<file path="config.mk">
export PLATFORM = sky130hd
export DESIGN_NAME = seq_alu
export DESIGN_NICKNAME = d
export VERILOG_FILES = /design/src/rtl/seq_alu.sv
export SDC_FILE = /design/constraint.sdc
export NUM_CORES = 1
export LEC_CHECK = 0
export CAP_MARGIN = 5
export CORE_MARGIN = 8
export CORE_UTILIZATION = 51
export CTS_BUF_LIST = sky130_fd_sc_hd__clkbuf_16
export DETAILED_ROUTE_END_ITERATION = 10
export PLACE_DENSITY = 0.95
export SYNTH_ARGS = -nofsm -noshare
export SYNTH_HDL_FRONTEND = slang
export SYNTH_SLANG_ARGS = --single-unit
</file>
<file path="constraint.sdc">
create_clock -name CLK_in -period 4.7 [get_ports CLK_in]
set_clock_uncertainty 0.1 [all_clocks]
set_input_delay 0.705 -clock CLK_in [delete_from_list [all_inputs] [get_ports CLK_in]]
set_output_delay 0.705 -clock CLK_in [all_outputs]
set_load 0.005 [all_outputs]
</file>
<file path="src/rtl/seq_alu.sv">
// seq_alu: single-stage registered ALU with valid/ready handshake,
// an operand accumulator and a wrapping count of accepted requests.
module seq_alu #(
  parameter int WIDTH = 4,
  parameter int CNT_W = 8
) (
  input  logic             CLK_in,
  input  logic             RST_N_in,
  input  logic [WIDTH-1:0] A_in,
  input  logic [WIDTH-1:0] B_in,
  input  logic [1:0]       S_in,
  input  logic             C_in,
  input  logic             ACC_SEL_in,
  input  logic             ACC_CLR_in,
  input  logic             VALID_in,
  output logic             READY_out,
  output logic [WIDTH-1:0] ALU_out,
  output logic             C_out,
  output logic             Z_out,
  output logic             V_out,
  output logic             VALID_out,
  input  logic             READY_in,
  output logic [WIDTH-1:0] ACC_out,
  output logic [CNT_W-1:0] OP_CNT_out
);

  localparam int MSB = WIDTH - 1;

  typedef enum logic [1:0] {
    OP_INV = 2'b00,
    OP_ADD = 2'b01,
    OP_SUB = 2'b10,
    OP_DBL = 2'b11
  } op_t;

  logic             accept;
  logic [WIDTH-1:0] op_a;
  logic [WIDTH:0]   wide;
  logic [WIDTH-1:0] res;
  logic             res_c;
  logic             res_v;

  // A new request can enter whenever the output slot is empty or being drained.
  assign READY_out = !VALID_out || READY_in;
  assign accept    = VALID_in && READY_out;
  assign op_a      = ACC_SEL_in ? ACC_out : A_in;

  // Combinational result and flag generation for the selected opcode.
  always_comb begin
    wide  = '0;
    res   = '0;
    res_c = 1'b0;
    res_v = 1'b0;
    unique case (op_t'(S_in))
      OP_INV: begin
        res = ~op_a;
      end
      OP_ADD: begin
        wide  = {1'b0, op_a} + {1'b0, B_in} + {{WIDTH{1'b0}}, C_in};
        res   = wide[MSB:0];
        res_c = wide[WIDTH];
        res_v = (op_a[MSB] == B_in[MSB]) && (res[MSB] != op_a[MSB]);
      end
      OP_SUB: begin
        // Carry out of A + ~B + 1 is the inverted borrow.
        wide  = {1'b0, op_a} + {1'b0, ~B_in} + {{WIDTH{1'b0}}, 1'b1};
        res   = wide[MSB:0];
        res_c = wide[WIDTH];
        res_v = (op_a[MSB] != B_in[MSB]) && (res[MSB] != op_a[MSB]);
      end
      OP_DBL: begin
        res   = {op_a[MSB-1:0], 1'b0};
        res_c = op_a[MSB];
        res_v = op_a[MSB] ^ op_a[MSB-1];
      end
      default: begin
        res = '0;
      end
    endcase
  end

  // Output register: load on accept, otherwise hold; drop valid once drained.
  always_ff @(posedge CLK_in or negedge RST_N_in) begin
    if (!RST_N_in) begin
      ALU_out    <= '0;
      C_out      <= 1'b0;
      Z_out      <= 1'b0;
      V_out      <= 1'b0;
      VALID_out  <= 1'b0;
      OP_CNT_out <= '0;
    end else if (accept) begin
      ALU_out    <= res;
      C_out      <= res_c;
      Z_out      <= (res == '0);
      V_out      <= res_v;
      VALID_out  <= 1'b1;
      OP_CNT_out <= OP_CNT_out + CNT_W'(1);
    end else if (READY_in) begin
      VALID_out  <= 1'b0;
    end
  end

  // Accumulator: clear wins over the accept load; the operand already used the old value.
  always_ff @(posedge CLK_in or negedge RST_N_in) begin
    if (!RST_N_in) begin
      ACC_out <= '0;
    end else if (ACC_CLR_in) begin
      ACC_out <= '0;
    end else if (accept) begin
      ACC_out <= res;
    end
  end

endmodule

</file>
* Word-level counts from Yosys, hierarchy flattened
Cells that the tools add are included.
** Cells by class
- Eq/ne operators :: 7
- Reductions and logical operators :: 9
- $add $sub $neg :: 5
- Bitwise operators :: 3
- Multiplexer cells :: 8
** Operators by type and width (number)
- $pmux 4 s4 :: 1
- $mux 4 :: 3
- $add 4x4->5 :: 2
- $add 8x1->8 const B :: 1
- $not 4->4 :: 2
- $pmux 1 s3 :: 2
- $add 5x1->5 :: 1
- $add 5x1->5 const B :: 1
- $eq 2x2->1 const B :: 2
- $logic_not 4->1 :: 1
- $reduce_bool 2->1 :: 2
- $logic_and 1x1->1 :: 3
- $ne 1x1->1 :: 3
- $eq 2x1->1 const B :: 1
- $logic_not 2->1 :: 1
- $mux 1 :: 2
- $eq 1x1->1 :: 1
- $logic_not 1->1 :: 1
- $logic_or 1x1->1 :: 1
- $xor 1x1->1 :: 1
** Word-level totals
- Output and inout port bits :: 21
- Register bits :: 20
- Logic and storage cells :: 39

* Longest topological paths before layout
- Word-level depth :: 6
- Depth in mapped cells :: 9
- Gate-level depth less buffers :: 9

* Least setup slack after synthesis
OpenSTA, ideal clock, no wires.
- Kind :: input-to-reg
- Start point :: input ACC_SEL_in
- End point :: register ACC_out[2]
- Path buffers :: 0
- Stages on the path :: 9
- Data arrival time :: 2681 ps
- Required time :: 4529 ps
- Slack :: 1848 ps
- Setup time :: 71 ps
- Path through :: mux2i_1 inv_1 fa_1 fa_1 xor2_1 mux4_2 nor2_1 a21oi_1 nor2_1
** On the way
- Word-level cells in the longest chain between the ends :: 6
** RTL lines
- start, declared :: RTL line 13 : input logic ACC_SEL_in,
- $mux 4 * :: RTL line 46 : assign op_a = ACC_SEL_in ? ACC_out : A_in;
- $add 4x4->5 (on tied branches) :: RTL line 66, 59
- $add 5x1->5 (on tied branches) :: RTL line 66, 59
- $pmux 4 s4 * :: RTL line 54 : unique case (op_t'(S_in))
- $mux 4 * :: RTL line 109 : end else if (accept) begin
- $mux 4 * :: RTL line 107 : end else if (ACC_CLR_in) begin
- end signal, assigned :: RTL line 110 : ACC_out <= res;
- end, declared :: RTL line 23 : output logic [WIDTH-1:0] ACC_out,
Every way passes the cells marked *; elsewhere a longest branch is shown, timed or not. The select of a mux whose other input is x is not followed.
A chain may end at the register's enable or synchronous reset.

* Worst setup path in the final report
Same ends and word-level chain as after synthesis.

==> metrics.md <==
| Metric | Value |
|---|---|
| Dpl ws | `just over 1000 ps` |
| Kind of critical path | `in2reg` |
| Post-CTS sizing | `0` |
| Power Total | `just under 0.7 mW` |
| Non-Filler Instances | `around 200` |
| Post-synthesis compound-gate area fraction | `0.136` |
| Setup TNS | `0 ps` |
| Mapped Avg Cell Area | `about 9.9 um2` |
| Hold Buf Count CTS | `0` |
| Num CTS Buffers | `3` |
| Crit path time final | `~3400 ps` |
| RSZ-0062 raised after global routing | `false` |
| Cells on Worst Hold Path | `1` |
| Die Ht | `67.4 um` |
| First-pass GRT wire length | `approximately 5.4 mm` |
| Layout cell share with drive strength beyond 1 | `0.0640` |
| Hold WC Path Type | `reg2reg` |
| CP Max Fanout | `4` |
| FF+latch count, synth | `20` |
| R2r setup slk | `a little under 2000 ps` |
| Nets@finish | `between 200 and 250` |
| Vias/cell | `between 5 and 6` |
| Slew of the pin with the lowest slew margin | `between 800 and 900 ps` |
| Clock Path Buffers | `2` |
| Post-CTS Setup Inserts | `0` |
| EDFF count, synth | `0` |
| Clock slew at the register clock pins of the worst setup and hold paths | `approximately 50 ps` |
| Synth Net Count | `166` |
| XOR/XNOR Fraction of Synth Area | `0.0586` |
| Post-Synth Adder-Cell Area | `0.138` |
| Remaining DRCs | `0` |
| RR Startpoint | `ACC_out[0]` |
| Maximum VDD drop | `roughly 370 uV` |
| CTS tree | `done` |
| Die X | `67.4 um` |
| DR WL/cell | `16.4 um` |
| Min-Delay Endpoint | `OP_CNT_out[7]` |
| Root buffer cell | `clkbuf_16` |
| Share of the synthesized area in the top cell type | `0.372` |
| Setup crit start kind | `input port` |
| Max Cap Viol | `0` |
| Antenna cells | `0` |
| Mapped Area | `roughly 0.0013 mm2` |
| Crit. End Element | `flip-flop` |
| Clk_lat worst skew | `roughly 250 ps` |
| FFs w/ async S/R, synth | `1.00` |
| Final HPWL from detailed placement | `2.62 mm` |
| GRT Overall Usage | `0.155` |
| Routed Antenna Nets | `0` |
| RD Place Congestion | `between 0.8 and 0.9` |
| Setup violators final | `0` |
| Top cells by area, synth | `dfrtp_1 (37%), ha_1 (9.3%), xnor2_1 (4.6%)` |
| Critical Path AT | `around 3500 ps` |
| GR Overflow Total | `0` |
| Req. time, crit path | `between 4000 and 5000 ps` |
| Path depth of the worst reg2reg path | `9` |
| Rows | `18` |
| Total die area | `roughly 0.0045 mm2` |
| Slew HR | `0.400` |
| Yosys cell types | `43` |
| Pre-Repair DR Iteration Count | `4` |
| Final WL | `between 3 and 4 mm` |
| Largest family of logic cells by synthesized area | `simple AND/OR/NAND/NOR gates` |
| Top FF cell, synth | `dfrtp_1` |
| Area growth, synth to finish | `34.0%` |
| Multiplexer share of the synthesized area | `0.0735` |
| Initial Utilization | `0.538` |
| Largest net degree at the start of global routing | `21` |
| Cells after synthesis | `approximately 140` |
| Area leader, netlist | `dfrtp_1` |
| Seq/Total Area, Yosys | `0.372` |
| Antenna violations before repair | `0` |
| Worst hold path startpoint | `OP_CNT_out[7]` |
| Final period utilization | `0.734` |
| R2R Path End | `ACC_out[2]` |
| H-tree levels | `1` |
| Fmax | `about 290 MHz` |
| CTS sink cnt | `20` |
| CORE AREA | `about 0.0025 mm2` |
| Vias in the first global route | `around 1,200` |
| Num ports | `38` |
| Leak Pwr | `slightly above 0.8 nW` |
| Via count | `approximately 1,200` |
| Pwr Density | `approximately 380 mW/mm2` |
| Fin. Hold Viols | `0` |
| Status | `finished, final reports clean` |
| Slew Viols, Final | `0` |
| Post-route setup slack | `around 1300 ps` |
| Placed Cells incl. Taps | `between 150 and 200` |
| Min Hold Slack | `370 ps` |
| Synth Area in Simple Gates | `0.169` |
| Synth Warn # | `0` |
| Initial DRC count | `54` |
| PortBufs | `37` |
==> placed cells by master (no fill, tap or decap), drive strengths merged, types with 4 or more instances in the layout <==
| cell type | instances |
|---|---|
| a21oi | 6 |
| clkdlybuf4s50 | 37 |
| dfrtp | 20 |
| ha | 10 |
| inv | 11 |
| mux2i | 5 |
| nand2 | 9 |
| nand2b | 4 |
| nand3 | 4 |
| nor2 | 16 |
| o21ai | 5 |
| xnor2 | 7 |
==> critical path, stage by stage <==
cell             delay [ps]
clkdlybuf4s50_1         600
mux2i_1                 330
inv_1                   110
fa_1                    430
fa_1                    420
xor2_1                  160
mux4_2                  470
nor2_1                  150
a21oi_1                  60
nor2_1                   90
==> where the power goes <==
part           switching [mW]  internal, mW
sequential             0.0425         0.212
combinational           0.104         0.145
clock                  0.0607         0.113
==> how the worst max path moves through the flow <==
stage,from,to,slack [ps],depth (start not counted)
final,ACC_SEL_in,ACC_out[2],1250,10
after global routing,ACC_SEL_in,ACC_out[2],1130,10
after CTS,ACC_SEL_in,ACC_out[2],1270,10
after detailed placement,ACC_SEL_in,ACC_out[2],1040,10
after global placement,ACC_SEL_in,ACC_out[2],1150,10
after floorplan,ACC_SEL_in,ACC_out[2],1850,9
==> cells by family (layout without fill, tap and decap cells) <==
kind of cell,after synthesis,after routing
AOI/OAI and AO/OA,25,25
xor gates and xnor gates,9,9
adders and majority gates,13,13
buffers and inverters,16,52
DFF,20,20
muxes,8,8
and+or+nand+nor,45,45
==> layer usage <==
metal  vias to the layer above  routed length [um]  global-route usage
li1                        543                   -                   -
met1                       564                1350               0.168
met2                        39                1660               0.278
met3                         7                 234              0.0281
met4                         0                  63              0.0836
met5                         -                   0                   0
==> layout make-up <==
| cell class | count | area, um2 |
|---|---|---|
| Multi-Input combinational cell | 100 | 773 |
| Fill cell | 187 | 698 |
| Sequential cell | 20 | 500 |
| Timing Repair Buffer | 37 | 370 |
| Clock buffer | 3 | 75.1 |
| Inverter | 11 | 41.3 |
| Tap cell | 30 | 37.5 |
| Clock inverter | 1 | 3.75 |
==> synth_stat cells (2+ instances only) <==
cell type	n
buf_2	3
inv_1	11
nor2_1	16
nand3_1	4
mux2i_1	5
o221ai_1	2
xnor2_1	7
fa_1	3
nor3_1	2
ha_1	10
xor2_1	2
nand2b_1	4
dfrtp_1	20
nand2_1	9
o21ai_0	5
a21oi_1	5
nand4_1	2
==> metrics by stage <==
stage	cell area (um2)	utilization
detailed placement	1720	0.689
floorplan	1350	-
global placement	1720	0.689
CTS	1800	0.721
finish	1800	0.721
global route	1800	0.721
==> flip-flops by register name, summed over array words and instances (netlist names) <==
| name | count |
|---|---|
| ACC_out | 4 |
| ALU_out | 4 |
| C_out | 1 |
| OP_CNT_out | 8 |
| VALID_out | 1 |
| V_out | 1 |
| Z_out | 1 |
Note: power is estimated with default switching activity, not from simulation.
==> variant: new RTL, same settings <==
The parameter `WIDTH` goes from 4 to 6.
--- a/src/rtl/seq_alu.sv
+++ b/src/rtl/seq_alu.sv
@@ -3,3 +3,3 @@
 module seq_alu #(
-  parameter int WIDTH = 4,
+  parameter int WIDTH = 6,
   parameter int CNT_W = 8
Interface: changed (resized ACC_out, ALU_out, A_in and B_in); port bits go from 38 to 46. No check against the original RTL was run, so the function may have changed too.
==> variant against the original RTL <==
Worst setup slack worse by 470 ps. Sequential power grew 18%. Total power is 26% higher. Synthesized area is 34% higher. Sequential cell count grew 4. Clock power increased by 38%. Synthesized cell count grew 43%. Design area is 31% higher. Non-clock buffer count increased by 8. Final cell count is 40% higher. Wire length is 45% higher. Critical path type unchanged.
==> variant: results (changes against the original RTL) <==
.. list-table::
   :header-rows: 1

   * - Metric
     - Value
   * - Length of routed met3 wiring
     - 352 µm (+50%)
   * - Met3 track demand over resource
     - 4.08% (+1.3 points)
   * - Post-synthesis net count
     - 233 (+40%)
   * - Top Family by Delay on Critical Path
     - multiplexers
   * - Cell-internal power
     - 0.595 mW (+27%)
   * - Commonest cells in the synthesized netlist
     - sky130_fd_sc_hd__dfrtp_1, sky130_fd_sc_hd__nor2_1, sky130_fd_sc_hd__nand2_1, sky130_fd_sc_hd__ha_1, sky130_fd_sc_hd__inv_1
   * - Proportion of synthesized chip area in sequential cells
     - 33.3% (-3.9 points)
   * - Max stage delay on crit path
     - 720 ps (+120 ps)
   * - Number of buffers added on ports
     - 45 (+22%)
   * - Worst reg2reg endpoint
     - Z_out
   * - First-pass GRT wire length
     - 7450 µm (+37%)
   * - Distinct cell type count after synthesis
     - 45 (+4.7%)
   * - Met2 capacity usage during global routing
     - 31.2% (+3.3 points)
   * - Number of instances in the synthesized netlist
     - 195 (+43%)
   * - Iter 0 DRT Violations
     - 115 (+110%)
   * - Aggregate routed wire length
     - 4800 µm (+45%)
   * - Number of cells traversed by the worst register-to-register path
     - 10 (+1)
   * - GRT Total Usage
     - 17.0% (+1.5 points)
   * - Worst-case setup slack after placement
     - 518 ps (-519 ps)
   * - Outcome
     - completed
   * - DR vias/cell
     - 5.68 (-0.47%)
   * - Maximum number of pins on one net before global-route repair
     - 25 (+19%)
   * - Crit path max fanout
     - 6 (+2)
   * - Routability-driven placement congestion ratio
     - 0.872 (+2.8%)
   * - IR Drop Worst-Case VDD
     - 217 µV (-42%)
   * - Leakage
     - 1.03 nW (+27%)
-- variant: changes by cell type after synthesis, moves of 3 or more --
cell	change
sky130_fd_sc_hd__nand2_1	+10
sky130_fd_sc_hd__a21oi_1	+7
sky130_fd_sc_hd__nor3_1	+7
sky130_fd_sc_hd__a211oi_1	+5
sky130_fd_sc_hd__dfrtp_1	+4
sky130_fd_sc_hd__ha_1	+4
sky130_fd_sc_hd__nor2_1	+4
sky130_fd_sc_hd__xnor2_1	+4
sky130_fd_sc_hd__clkbuf_1	+3
sky130_fd_sc_hd__inv_1	+3
-- variant: final cells by class --
class / count / area (µm²)
Inverter: 14 / 52.6
Tap cell: 46 / 57.6
Fill cell: 267 / 1000
Clock inverter: 1 / 30.0
Timing Repair Buffer: 45 / 450
Clock buffer: 3 / 75.1
Multi-Input combinational cell: 149 / 1100
Sequential cell: 24 / 601
